`src/rtl/ff_scheduler_if.sv`:
```
// Purpose : datapath-side bundle between ff_scheduler and the shared MAC/sigmoid unit.
// Latency : wires only; no storage.
// Backpressure: act_ack is the only return path; the scheduler holds act_req until it sees it.
//
// Signals (master = scheduler, slave = MAC/sigmoid datapath):
//   layer    0 = input->mid, 1 = mid->out
//   w_addr   flat weight-store address
//   x_sel    operand index (input bit or mid neuron)
//   mac_en   MAC consumes (w_addr, x_sel) this cycle
//   mac_clr  with mac_en: accumulator loads the product instead of adding it
//   act_req  accumulator final, sigmoid requested
//   act_ack  sigmoid result valid this cycle
//   res_we   write activation into neuron register res_idx
//   res_idx  neuron being written
interface ff_scheduler_if #(
    parameter int WIDTH_ADDR = 9,
    parameter int WIDTH_X    = 5,
    parameter int WIDTH_N    = 3
);
    logic                  layer;
    logic [WIDTH_ADDR-1:0] w_addr;
    logic [WIDTH_X-1:0]    x_sel;
    logic                  mac_en;
    logic                  mac_clr;
    logic                  act_req;
    logic                  act_ack;
    logic                  res_we;
    logic [WIDTH_N-1:0]    res_idx;

    modport master (
        output layer, w_addr, x_sel, mac_en, mac_clr, act_req, res_we, res_idx,
        input  act_ack
    );

    modport slave (
        input  layer, w_addr, x_sel, mac_en, mac_clr, act_req, res_we, res_idx,
        output act_ack
    );
endinterface

```
`src/rtl/ff_scheduler.sv`:
```
// Purpose : sequences the two-layer feed-forward evaluation over one shared MAC and sigmoid.
// Latency : L+1 cycles per neuron with act_ack tied high (282 cycles + done at defaults).
// Backpressure: stalls in WAIT_ACT until act_ack; every ack-delay cycle adds one cycle.
//
// Ports:
//   clk      rising-edge clock
//   reset    synchronous, active-low; overrides start/abort
//   start    begin evaluation, sampled only in IDLE
//   abort    synchronous cancel from any state (wins over start)
//   busy     high in every non-IDLE state; inhibits weight/input writes
//   done     one-cycle pulse at the end of an evaluation
//   dp       MAC/sigmoid datapath bundle (see ff_scheduler_if)
module ff_scheduler #(
    parameter int LENGHT_I   = 32,
    parameter int LENGHT_MID = 8,
    parameter int LENGHT_O   = 2,
    parameter int WIDTH_ADDR = $clog2(LENGHT_I*LENGHT_MID + LENGHT_MID*LENGHT_O),
    parameter int WIDTH_X    = $clog2(LENGHT_I),
    parameter int WIDTH_N    = $clog2(LENGHT_MID)
) (
    input  logic                clk,
    input  logic                reset,
    input  logic                start,
    input  logic                abort,
    output logic                busy,
    output logic                done,
    ff_scheduler_if.master      dp
);

    typedef enum logic [1:0] {
        IDLE     = 2'd0,
        MAC      = 2'd1,
        WAIT_ACT = 2'd2,
        DONE     = 2'd3
    } state_t;

    // Layer-1 weights sit directly after the LENGHT_I*LENGHT_MID layer-0 weights.
    localparam logic [WIDTH_ADDR-1:0] BASE1   = WIDTH_ADDR'(LENGHT_I * LENGHT_MID);
    localparam logic [WIDTH_X-1:0]    I_LAST0 = WIDTH_X'(LENGHT_I - 1);
    localparam logic [WIDTH_X-1:0]    I_LAST1 = WIDTH_X'(LENGHT_MID - 1);
    localparam logic [WIDTH_N-1:0]    N_LAST0 = WIDTH_N'(LENGHT_MID - 1);
    localparam logic [WIDTH_N-1:0]    N_LAST1 = WIDTH_N'(LENGHT_O - 1);

    state_t               state, state_nxt;
    logic                 layer, layer_nxt;
    logic [WIDTH_N-1:0]   n, n_nxt;
    logic [WIDTH_X-1:0]   i, i_nxt;
    logic                 i_last;
    logic                 n_last;
    logic [WIDTH_ADDR-1:0] addr;

    assign i_last = (i == (layer ? I_LAST1 : I_LAST0));
    assign n_last = (n == (layer ? N_LAST1 : N_LAST0));

    // Counters are cleared whenever the FSM returns to IDLE, so the address
    // outputs settle to 0 there without extra gating.
    always_ff @(posedge clk) begin
        if (!reset) begin
            state <= IDLE;
            layer <= 1'b0;
            n     <= '0;
            i     <= '0;
        end else begin
            state <= state_nxt;
            layer <= layer_nxt;
            n     <= n_nxt;
            i     <= i_nxt;
        end
    end

    always_comb begin
        state_nxt = state;
        layer_nxt = layer;
        n_nxt     = n;
        i_nxt     = i;
        case (state)
            IDLE: begin
                if (start) begin
                    state_nxt = MAC;
                    layer_nxt = 1'b0;
                    n_nxt     = '0;
                    i_nxt     = '0;
                end
            end
            MAC: begin
                // i parks on L-1 through WAIT_ACT and is rewound on the ack.
                if (i_last) begin
                    state_nxt = WAIT_ACT;
                end else begin
                    i_nxt = i + 1'b1;
                end
            end
            WAIT_ACT: begin
                if (dp.act_ack) begin
                    i_nxt = '0;
                    if (!n_last) begin
                        n_nxt     = n + 1'b1;
                        state_nxt = MAC;
                    end else if (!layer) begin
                        layer_nxt = 1'b1;
                        n_nxt     = '0;
                        state_nxt = MAC;
                    end else begin
                        state_nxt = DONE;
                    end
                end
            end
            DONE: begin
                state_nxt = IDLE;
                layer_nxt = 1'b0;
                n_nxt     = '0;
                i_nxt     = '0;
            end
            default: begin
                state_nxt = IDLE;
                layer_nxt = 1'b0;
                n_nxt     = '0;
                i_nxt     = '0;
            end
        endcase
        // Abort beats everything, including a start in the same cycle.
        if (abort) begin
            state_nxt = IDLE;
            layer_nxt = 1'b0;
            n_nxt     = '0;
            i_nxt     = '0;
        end
    end

    // w_addr = base + n*L + i
    always_comb begin
        if (layer) begin
            addr = BASE1 + WIDTH_ADDR'(n) * WIDTH_ADDR'(LENGHT_MID) + WIDTH_ADDR'(i);
        end else begin
            addr = WIDTH_ADDR'(n) * WIDTH_ADDR'(LENGHT_I) + WIDTH_ADDR'(i);
        end
    end

    assign busy       = (state != IDLE);
    assign done       = (state == DONE);
    assign dp.layer   = layer;
    assign dp.w_addr  = addr;
    assign dp.x_sel   = i;
    assign dp.mac_en  = (state == MAC);
    assign dp.mac_clr = (state == MAC) && (i == '0);
    assign dp.act_req = (state == WAIT_ACT);
    // An ack landing together with abort still writes: the result is already valid.
    assign dp.res_we  = (state == WAIT_ACT) && dp.act_ack;
    assign dp.res_idx = n;

endmodule

```
`src/flat_wrapper.sv`:
```
// flat-port wrapper written by rule: the top's interface ports become plain ports
module ff_scheduler_flat 
#(
    parameter int LENGHT_I   = 32,
    parameter int LENGHT_MID = 8,
    parameter int LENGHT_O   = 2,
    parameter int WIDTH_ADDR = $clog2(LENGHT_I*LENGHT_MID + LENGHT_MID*LENGHT_O),
    parameter int WIDTH_X    = $clog2(LENGHT_I),
    parameter int WIDTH_N    = $clog2(LENGHT_MID)
)
  (clk, reset, start, abort, busy, done, dp_layer, dp_w_addr, dp_x_sel, dp_mac_en, dp_mac_clr, dp_act_req, dp_res_we, dp_res_idx, dp_act_ack);
  ff_scheduler_if #(.WIDTH_ADDR(WIDTH_ADDR), .WIDTH_X(WIDTH_X), .WIDTH_N(WIDTH_N)) dp_i ();
  input  logic clk;
  input  logic reset;
  input  logic start;
  input  logic abort;
  output logic busy;
  output logic done;
  output wire logic [$bits(dp_i.layer)-1:0] dp_layer;
  output wire logic [$bits(dp_i.w_addr)-1:0] dp_w_addr;
  output wire logic [$bits(dp_i.x_sel)-1:0] dp_x_sel;
  output wire logic [$bits(dp_i.mac_en)-1:0] dp_mac_en;
  output wire logic [$bits(dp_i.mac_clr)-1:0] dp_mac_clr;
  output wire logic [$bits(dp_i.act_req)-1:0] dp_act_req;
  output wire logic [$bits(dp_i.res_we)-1:0] dp_res_we;
  output wire logic [$bits(dp_i.res_idx)-1:0] dp_res_idx;
  input wire logic [$bits(dp_i.act_ack)-1:0] dp_act_ack;
  assign dp_layer = dp_i.layer;
  assign dp_w_addr = dp_i.w_addr;
  assign dp_x_sel = dp_i.x_sel;
  assign dp_mac_en = dp_i.mac_en;
  assign dp_mac_clr = dp_i.mac_clr;
  assign dp_act_req = dp_i.act_req;
  assign dp_res_we = dp_i.res_we;
  assign dp_res_idx = dp_i.res_idx;
  assign dp_i.act_ack = dp_act_ack;
  ff_scheduler #(.LENGHT_I(LENGHT_I), .LENGHT_MID(LENGHT_MID), .LENGHT_O(LENGHT_O), .WIDTH_ADDR(WIDTH_ADDR), .WIDTH_X(WIDTH_X), .WIDTH_N(WIDTH_N)) u_core (.clk(clk), .reset(reset), .start(start), .abort(abort), .busy(busy), .done(done), .dp(dp_i));
endmodule
```
`config.mk`:
```
export PLATFORM = sky130hd
export DESIGN_NAME = ff_scheduler_flat
export DESIGN_NICKNAME = d
export VERILOG_FILES = /design/src/rtl/ff_scheduler_if.sv /design/src/rtl/ff_scheduler.sv /design/src/flat_wrapper.sv
export SDC_FILE = /design/constraint.sdc
export NUM_CORES = 1
export LEC_CHECK = 0
export BUFFER_PORTS_ARGS = -buffer_cell sky130_fd_sc_hd__buf_2
export CORE_MARGIN = 8
export CORE_UTILIZATION = 35
export CTS_CLUSTER_SIZE = 30
export DETAILED_ROUTE_END_ITERATION = 10
export GPL_TIMING_DRIVEN = 0
export SLEW_MARGIN = 30
export SYNTH_ARGS = -nofsm -noshare
export SYNTH_HDL_FRONTEND = slang
export SYNTH_SLANG_ARGS = --single-unit
```
`constraint.sdc`:
```
create_clock -name clk -period 2.3 [get_ports clk]
set_input_delay 0.46 -clock clk [delete_from_list [all_inputs] [get_ports clk]]
set_output_delay 0.46 -clock clk [all_outputs]
set_load 0.03 [all_outputs]
```
==> results.cfg, run 1 <==
[logic_synthesis]
synthCells = 107
ys_ff_latch = 11
synthFlopType = dfxtp_1
syn_area_per_cell_um2 = 8.50
ys_warn_count = 0
synth_edf_count = 0
synth-seq-area-share_pct = 24.2
syn_nets = 124
yosysUniqueCellTypes = 37
netlist_area_um2 = 910
async_flop_share_pct = 0

[clock_tree]
ctsRootBufferMaster = clkbuf_4
cts_tree = done
cts.clk_slew.worst_paths_ns = 0.07
cts_buffers = 3
htreeDepth = 1
cts.repair.resized = 2
clk_latency_ns = 0.27
numClockSinks = 11
clk_path_buf_depth = 2
cts_hold_buf = 0
postCtsSetupRepairBufs = 0

[sta]
setup_tns_ns = 0
slew_headroom_pct = 72.6
hold_viol_final = 0
fmax_ghz = 0.454
skew_ns = 0.00478
drv_slew = 0
min_period_over_period_pct = 95.7
hold_ws_ns = 0.527
setup_viol = 0
fin_crit_ns = 2.20
worst_pin_slew_ns = 0.409
rsz0062_at_grt = no

[layout]
layout.nets = 157
nFillCells = 257
layout-drive-gt1-share_pct = 33.8
diodes = 0
area_delta_synth_final_pct = 23.4

[grt]
grt_pass1_vias = 827
grt_util_all_layers_pct = 11.0
grt_max_degree = 11
antenna_found_initial = 0
overflow = 0
grt_pass1_wl_um = 3860

[routing]
routed_wl_um = 2250
wire_per_inst_um = 13.3
drc = 0
ant_nets = 0
avgViaCountPerCell = 5.13
drt_pass1_iterations = 4
vias = 867
drt_iter0_markers = 54

[worst_setup_path]
crit_fanout = 7
worstReg2RegStart = u_core.state[0]
arrival_ns = 1.74
startpoint = u_core.dp.res_idx[0]
critPathLaunchType = flip-flop
endpoint_kind = output port
criticalPathCategory = reg -> out
cp.required_ns = 1.84

[floorplanning]
start_util_pct = 36.7
die_w_um = 67.0
die_h_um = 67.0
core_area_mm2 = 0.00248
io_pins = 29
fp-row-count = 18
dieArea_mm2 = 0.00449

[pwr]
p_per_area_mw_per_mm2 = 363
vdd_ir_drop_max_uv = 179
p_leak_nw = 0.507

[run_status]
status = finished clean

[worst_hold_path]
hold_start = u_core.state[0]
hold_class = reg -> reg

[flow_run]
cap_violations = 0

[place]
routabilityCongestion = 0.770
port_buffers = 28
dpl.hpwl_um = 1760
[flip-flops by register name (all words and copies together) (netlist names)]
signal / cells
u_core.dp.x_sel: 5
u_core.dp.res_idx: 3
u_core.state: 2
u_core.dp.layer: 1
[routing by layer]
| metal | up-vias | wire length, um | GRT usage [%] |
|---|---|---|---|
| met5 | - | 0 | 0 |
| met4 | 0 | 33 | 4.70 |
| met2 | 19 | 1000 | 17.4 |
| met1 | 392 | 1080 | 13.3 |
| li1 | 451 | - | - |
| met3 | 5 | 131 | 3.52 |
[report_power, final]
part           total, mW  switching (mW)  internal (mW)
Sequential         0.196         0.00353          0.193
Combinational     0.0763          0.0496         0.0267
Clock              0.134          0.0670         0.0672
Total              0.407           0.120          0.287
[metrics by stage]
step	util, %	instances	worst slack, ns	cell area, um2	power, mW
floorplan	-	107	0.0937	916	0.256
global placement	44.1	165	0.301	1090	0.277
detailed placement	44.1	165	0.278	1090	0.278
CTS	45.3	169	0.0854	1120	0.415
global route	45.3	169	0.00767	1120	0.433
finish	45.3	169	0.0994	1120	0.407
[layout by cell type (no fill, tap or decap), types with 2 or more instances in the layout]
master,netlist,routed
dfxtp_2,0,2
nand3b_1,2,2
o21ai_0,4,4
buf_4,5,5
buf_2,0,28
dfxtp_1,11,9
mux2_2,2,2
or4_1,2,2
o21ai_1,2,2
nand2_1,6,6
o31ai_1,4,4
inv_1,7,7
nand4b_1,2,2
nor3_1,4,4
clkbuf_4,0,3
or3_1,2,2
nand2b_1,2,2
o2bb2ai_1,2,2
nand3_1,4,4
ha_1,11,11
xnor2_1,2,2
a21oi_1,10,10
nor2b_1,2,2
nor2_1,4,4
nand4_1,2,2
[cell families (layout without fill, tap and decap cells)]
family,count (synthesis),after routing,share of synthesized area [%]
adders and majority gates,12,12,17.3
buffers and inverters,13,45,8.25
and+or+nand+nor,39,39,25.7
AOI/OAI and AO/OA,27,27,19.0
DFF,11,11,24.2
xor gates and xnor gates,2,2,1.93
muxes,3,3,3.58
[synth_stat cells, drive strengths merged, types with 2 or more instances]
cell     number  area, um2
a21oi        11       58.8
nand4b        2       17.5
or3           2       12.5
or4           2       15.0
nand2b        2       12.5
nand4         2       12.5
xnor2         2       17.5
inv           7       26.3
o2bb2ai       2       17.5
ha           11        138
nor2          4       15.0
mux2          2       22.5
nor3          4       20.0
nand3b        2       15.0
nand3         4       20.0
o21ai         6       30.0
nor2b         3       26.3
and2          2       13.8
buf           6       48.8
nand2         6       22.5
o31ai         4       30.0
dfxtp        11        220
[critical path: stages (launching register included)]
cell     delay (ns)
dfxtp_2        0.37
ha_1           0.23
fa_1           0.39
xnor2_1        0.13
a21oi_1        0.14
buf_2          0.21
[area by class of cell]
cell class | count | area (um2) | share of cell area [%]
Buffer | 6 | 48.8 | 4.35
Clock buffer | 4 | 26.3 | 2.34
Inverter | 7 | 26.3 | 2.34
Multi-Input combinational cell | 83 | 621 | 55.3
Sequential cell | 11 | 223 | 19.8
Tap cell | 30 | 37.5 | 3.34
Timing Repair Buffer | 28 | 140 | 12.5
[worst paths after layout]
check                       endpoint  slack (ns)  depth (start not counted)
setup reg to reg  u_core.dp.x_sel[3]        0.37                          6
hold reg to reg      u_core.state[0]        0.53                          2
hold / removal       u_core.state[0]        0.53                          2
setup / recovery        dp_w_addr[5]         0.1                          5
Power figures use the tool's default switching activity.
==> inputs of run 2 (changes only) <==
--- a/config.mk
+++ b/config.mk
@@ -5,7 +5,7 @@
 export SDC_FILE = /design/constraint.sdc
 export NUM_CORES = 1
 export LEC_CHECK = 0
-export BUFFER_PORTS_ARGS = -buffer_cell sky130_fd_sc_hd__buf_2
+export BUFFER_PORTS_ARGS = -buffer_cell sky130_fd_sc_hd__buf_4
 export CORE_MARGIN = 8
 export CORE_UTILIZATION = 35
 export CTS_CLUSTER_SIZE = 30
==> run 2 against run 1 <==
  * Clock-buffer cell count is the same
  * Final area grew 6.7%
  * Sequential power is essentially flat
  * Setup slack lost 0.027 ns
  * Sequential share of layout area shrank 0.83 points
  * Hold slack gained 0.0024 ns
  * Maximum frequency shrank 1.2%
  * Sequential cell count is the same
  * Non-clock buffer count is the same
  * Critical path depth shrank 1
  * Critical endpoint is now dp_w_addr[4]
  * Largest power group unchanged
  * Highest routed layer unchanged
==> results.cfg, run 2 (same netlist as run 1, synthesis figures left out) <==
[floorplanning]
die_h_um = 67.0
die_w_um = 67.0
fp-row-count = 18
dieArea_mm2 = 0.00449
io_pins = 29
core_area_mm2 = 0.00248
start_util_pct = 36.7

[clock_tree]
clk_latency_ns = 0.27
htreeDepth = 1
ctsRootBufferMaster = clkbuf_4
cts_tree = done
clk_path_buf_depth = 2
cts.clk_slew.worst_paths_ns = 0.08
numClockSinks = 11
cts_buffers = 3

[grt]
antenna_found_initial = 0
grt_util_all_layers_pct = 10.9
grt_max_degree = 11
overflow = 0
grt_pass1_wl_um = 3840
grt_pass1_vias = 849

[worst_setup_path]
endpoint_kind = output port
worstReg2RegStart = u_core.state[0]
arrival_ns = 1.77
worst_r2r_path_depth = 6
critPathLaunchType = flip-flop
criticalPathCategory = reg -> out
crit_fanout = 7
cp.required_ns = 1.84
reg2reg_slack_ns = 0.33
r2r-end = u_core.dp.x_sel[3]

[sta]
worst_pin_slew_ns = 0.412
fmax_ghz = 0.449
drv_slew = 0
slew_headroom_pct = 72.4
setup_tns_ns = 0
rsz0062_at_grt = no
fin_crit_ns = 2.23
hold_viol_final = 0
min_period_over_period_pct = 96.9
setup_viol = 0
skew_ns = 0.00515

[layout]
layout.nets = 157
layout-drive-gt1-share_pct = 33.8
largest_reg_flops = 5
area_delta_synth_final_pct = 31.6
layout_commonest_cell = buf_4
diodes = 0
final_cell_mix = buf_4 (33), ha_1 (11), a21oi_1 (10), dfxtp_1 (9), inv_1 (7)

[worst_hold_path]
whs_path_depth = 2
hold_class = reg -> reg
whs_endpoint = u_core.state[0]
hold_start = u_core.state[0]

[place]
routabilityCongestion = 0.804
dpl.hpwl_um = 1840
port_buffers = 28

[routing]
drc = 0
avgViaCountPerCell = 5.18
drt_pass1_iterations = 4
ant_nets = 0
routed_wl_um = 2350
drt_iter0_markers = 34
vias = 875
wire_per_inst_um = 13.9

[flow_run]
cap_violations = 0

[run_status]
status = finished clean

[pwr]
vdd_ir_drop_max_uv = 232
power_frac_comb_pct = 19.8
power.internal_mw = 0.290
pwr-share-seq_pct = 46.4
switching_power_mw = 0.128
p_leak_nw = 0.509
p_clk_share_pct = 33.7
swShare_pct = 30.6
power_mw = 0.418
p_per_area_mw_per_mm2 = 349
-- run 2: cell counts in the layout (fill, tap and decap cells not counted) --
No cell type changed its count.
-- run 2: worst max-delay path by stage --
stage / startpoint / end / slack, ns / cells after the start
6_report: u_core.dp.res_idx[0] / dp_w_addr[4] / 0.07 / 4
5_1_grt: u_core.dp.res_idx[0] / dp_w_addr[4] / 0.02 / 4
4_1_cts: u_core.dp.x_sel[3] / dp_w_addr[4] / 0.05 / 4
3_5_place_dp: u_core.dp.x_sel[3] / dp_w_addr[4] / 0.24 / 4
3_3_place_gp: u_core.dp.x_sel[3] / dp_w_addr[4] / 0.29 / 4
2_1_floorplan: u_core.dp.x_sel[3] / dp_w_addr[5] / 0.09 / 4
-- run 2: worst max-delay path: stages (launching register included) --
cell and delay, ns:
dfxtp_4 0.38, ha_1 0.23, fa_1 0.44, mux2_2 0.27, buf_4 0.17
-- run 2: cell type report --
type | instances | area (um2)
clock buffer | 4 | 26.3
fill | 266 | 1280
inverter | 7 | 26.3
buffer | 6 | 48.8
timing repair buffer | 28 | 210
multi-input combinational | 83 | 621
sequential | 11 | 228
tap | 30 | 37.5
-- run 2: metal layers --
metal | track usage [%] | vias to the layer above | routed length (um)
met5 | 0 | - | 0
met2 | 17.4 | 24 | 1070
met1 | 13.1 | 395 | 1110
met4 | 4.70 | 0 | 15
met3 | 3.36 | 2 | 159
li1 | - | 454 | -
-- run 2: timing repair --
item,in CTS,in global routing
hold buffers,0,0
buffers inserted,0,0
resized for setup,2,2
endpoints found under the setup margin,1,1
gates cloned,0,0
-- run 2: through the flow --
| stage | setup slack [ns] | util (%) | cells | hold slack (ns) | area, um2 |
|---|---|---|---|---|---|
| global route | 0.0240 | 48.3 | 169 | 0.554 | 1200 |
| global placement | 0.286 | 47.0 | 165 | 0.514 | 1160 |
| CTS | 0.0458 | 48.1 | 169 | 0.531 | 1190 |
| floorplan | 0.0937 | - | 107 | 0.485 | 916 |
| detailed placement | 0.236 | 47.0 | 165 | 0.520 | 1160 |
| finish | 0.0723 | 48.3 | 169 | 0.529 | 1200 |
-- run 2: power groups by stage --
stage | Sequential [mW] | Clock [mW] | Combinational [mW]
6_report | 0.194 | 0.141 | 0.0829
3_3_place_gp | 0.201 | 0 | 0.0826
4_1_cts | 0.196 | 0.147 | 0.0840
2_1_floorplan | 0.202 | 0 | 0.0539
5_1_grt | 0.195 | 0.152 | 0.0914
3_5_place_dp | 0.201 | 0 | 0.0833
==> inputs of run 3 (changes only) <==
--- a/config.mk
+++ b/config.mk
@@ -11,6 +11,7 @@
 export CTS_CLUSTER_SIZE = 30
 export DETAILED_ROUTE_END_ITERATION = 10
 export GPL_TIMING_DRIVEN = 0
+export REMOVE_ABC_BUFFERS = 1
 export SLEW_MARGIN = 30
 export SYNTH_ARGS = -nofsm -noshare
 export SYNTH_HDL_FRONTEND = slang
==> constraint.sdc (replaced) <==
create_clock -name clk -period 2.6 [get_ports clk]
set_input_delay 0.52 -clock clk [delete_from_list [all_inputs] [get_ports clk]]
set_output_delay 0.52 -clock clk [all_outputs]
set_load 0.03 [all_outputs]
==> run 3 against run 2 <==
  * Sequential power fell by 10%
  * Cell count fell by 3.6%
  * Wire length fell by 1.1%
  * Combinational power fell by 18%
  * Clock power fell by 13%
  * Hold slack got worse by 0.00055 ns
  * Critical path depth did not move
  * Setup slack improved by 0.17 ns
  * Via count rose by 1.0%
  * Non-clock buffer count fell by 6
  * Register-to-register slack improved by 0.29 ns
  * Die area did not move
  * Critical path type unchanged
  * Largest cell class unchanged
  * Largest power group unchanged
==> results.cfg, run 3 (same netlist as run 1, synthesis figures left out) <==
[routing]
routed_wl_um = 2320
drt_pass1_iterations = 4
vias = 884
avgViaCountPerCell = 5.42
drc = 0
wire_per_inst_um = 14.3
drt_iter0_markers = 41
ant_nets = 0

[layout]
fin_area_mm2 = 0.00113
nFillCells = 258
area_delta_synth_final_pct = 24.8
finish.utilization_pct = 45.8
layout-drive-gt1-share_pct = 28.6
diodes = 0
layout_commonest_cell = buf_4
largest_reg_flops = 5
final_cell_mix = buf_4 (28), ha_1 (11), dfxtp_1 (11), a21oi_1 (10), inv_1 (7)
final-instance-count-excl-fill = 163
layout.nets = 151

[floorplanning]
die_h_um = 67.0
die_w_um = 67.0
io_pins = 29
fp-row-count = 18
dieArea_mm2 = 0.00449
start_util_pct = 36.7
core_area_mm2 = 0.00248

[clock_tree]
numClockSinks = 11
clk_latency_ns = 0.28
cts_tree = done
cts_buffers = 3
cts.clk_slew.worst_paths_ns = 0.08
htreeDepth = 1
postCtsSetupRepairBufs = 0
cts.repair.resized = 0
ctsRootBufferMaster = clkbuf_4
clk_path_buf_depth = 2
cts_hold_buf = 0

[pwr]
power_mw = 0.365
p_leak_nw = 0.473
vdd_ir_drop_max_uv = 241
p_per_area_mw_per_mm2 = 322

[worst_hold_path]
hold_class = reg -> reg
hold_start = u_core.state[0]
whs_endpoint = u_core.state[0]
whs_path_depth = 2

[grt]
grt_max_degree = 14
grt_pass1_vias = 836
overflow = 0
grt_util_all_layers_pct = 11.1
grt_pass1_wl_um = 3930
antenna_found_initial = 0

[sta]
drv_slew = 0
fmax_ghz = 0.424
min_period_over_period_pct = 90.7
worst_pin_slew_ns = 0.457
slew_headroom_pct = 69.5
skew_ns = 0.0133
hold_viol_final = 0
fin_crit_ns = 2.36
rsz0062_at_grt = no
hold_ws_ns = 0.529
layout_setup_ws_ns = 0.243
setup_tns_ns = 0
setup_viol = 0

[worst_setup_path]
crit_slowest_cell = dfxtp_1
reg2reg_slack_ns = 0.62
criticalPathCategory = reg -> out
critPathLaunchType = flip-flop
arrival_ns = 1.84
worst-path-buf-inv = 1
r2r-end = u_core.dp.x_sel[4]
worst_r2r_path_depth = 6
worstReg2RegStart = u_core.state[0]
startpoint = u_core.dp.x_sel[3]
endpoint_kind = output port
cp.required_ns = 2.08
critical_path.max_stage_delay_ns = 0.48
crit_family = adder cells
crit_fanout = 9
crit_path_cell_trace = ha_1 -> fa_1 -> mux2_2 -> buf_4

[place]
routabilityCongestion = 0.827
numPlacedInstances = 159
place_ws_ns = 0.534
port_buffers = 28
dpl.hpwl_um = 1780
place_area_mm2 = 0.00111

[flow_run]
cap_violations = 0

[run_status]
status = finished clean
run 3: cell count changes in the layout (fill, tap and decap cells not counted):
cell,delta
dfxtp_4,-2
buf_4,-5
nor4_1,+1
dfxtp_1,+2
nor4_2,-1
buf_6,-1
run 3: how the worst max path moves through the flow:
stage	endpoint	cells past startpoint
2_1_floorplan	dp_mac_clr	4
3_3_place_gp	dp_w_addr[4]	4
3_5_place_dp	dp_w_addr[4]	4
4_1_cts	dp_w_addr[4]	4
5_1_grt	dp_w_addr[4]	4
6_report	dp_w_addr[4]	4
run 3: layout make-up:
| type | count | area [um2] | share of cell area, % |
|---|---|---|---|
| tap | 30 | 37.5 | 3.31 |
| timing repair buffer | 28 | 210 | 18.5 |
| multi-input combinational | 83 | 614 | 54.1 |
| clock buffer | 4 | 26.3 | 2.32 |
| sequential | 11 | 220 | 19.4 |
| inverter | 7 | 26.3 | 2.32 |
run 3: layer usage:
layer  GRT usage, %  up-vias  wire, um
met5              0        -         0
li1               -      437         -
met1           13.1      415       978
met3           2.68        4       165
met2           18.2       28      1140
met4           5.74        0        40
run 3: power breakdown:
group / leakage, nW / switching, mW / internal (mW)
combinational: 0.369 / 0.0432 / 0.0248
sequential: 0.0888 / 0.00332 / 0.171
clock: 0.0150 / 0.0637 / 0.0595
run 3: worst min-delay path: stages, from the launching register on:
cell,delay (ns)
dfxtp_1,0.35
nand2_1,0.07
mux2i_1,0.06
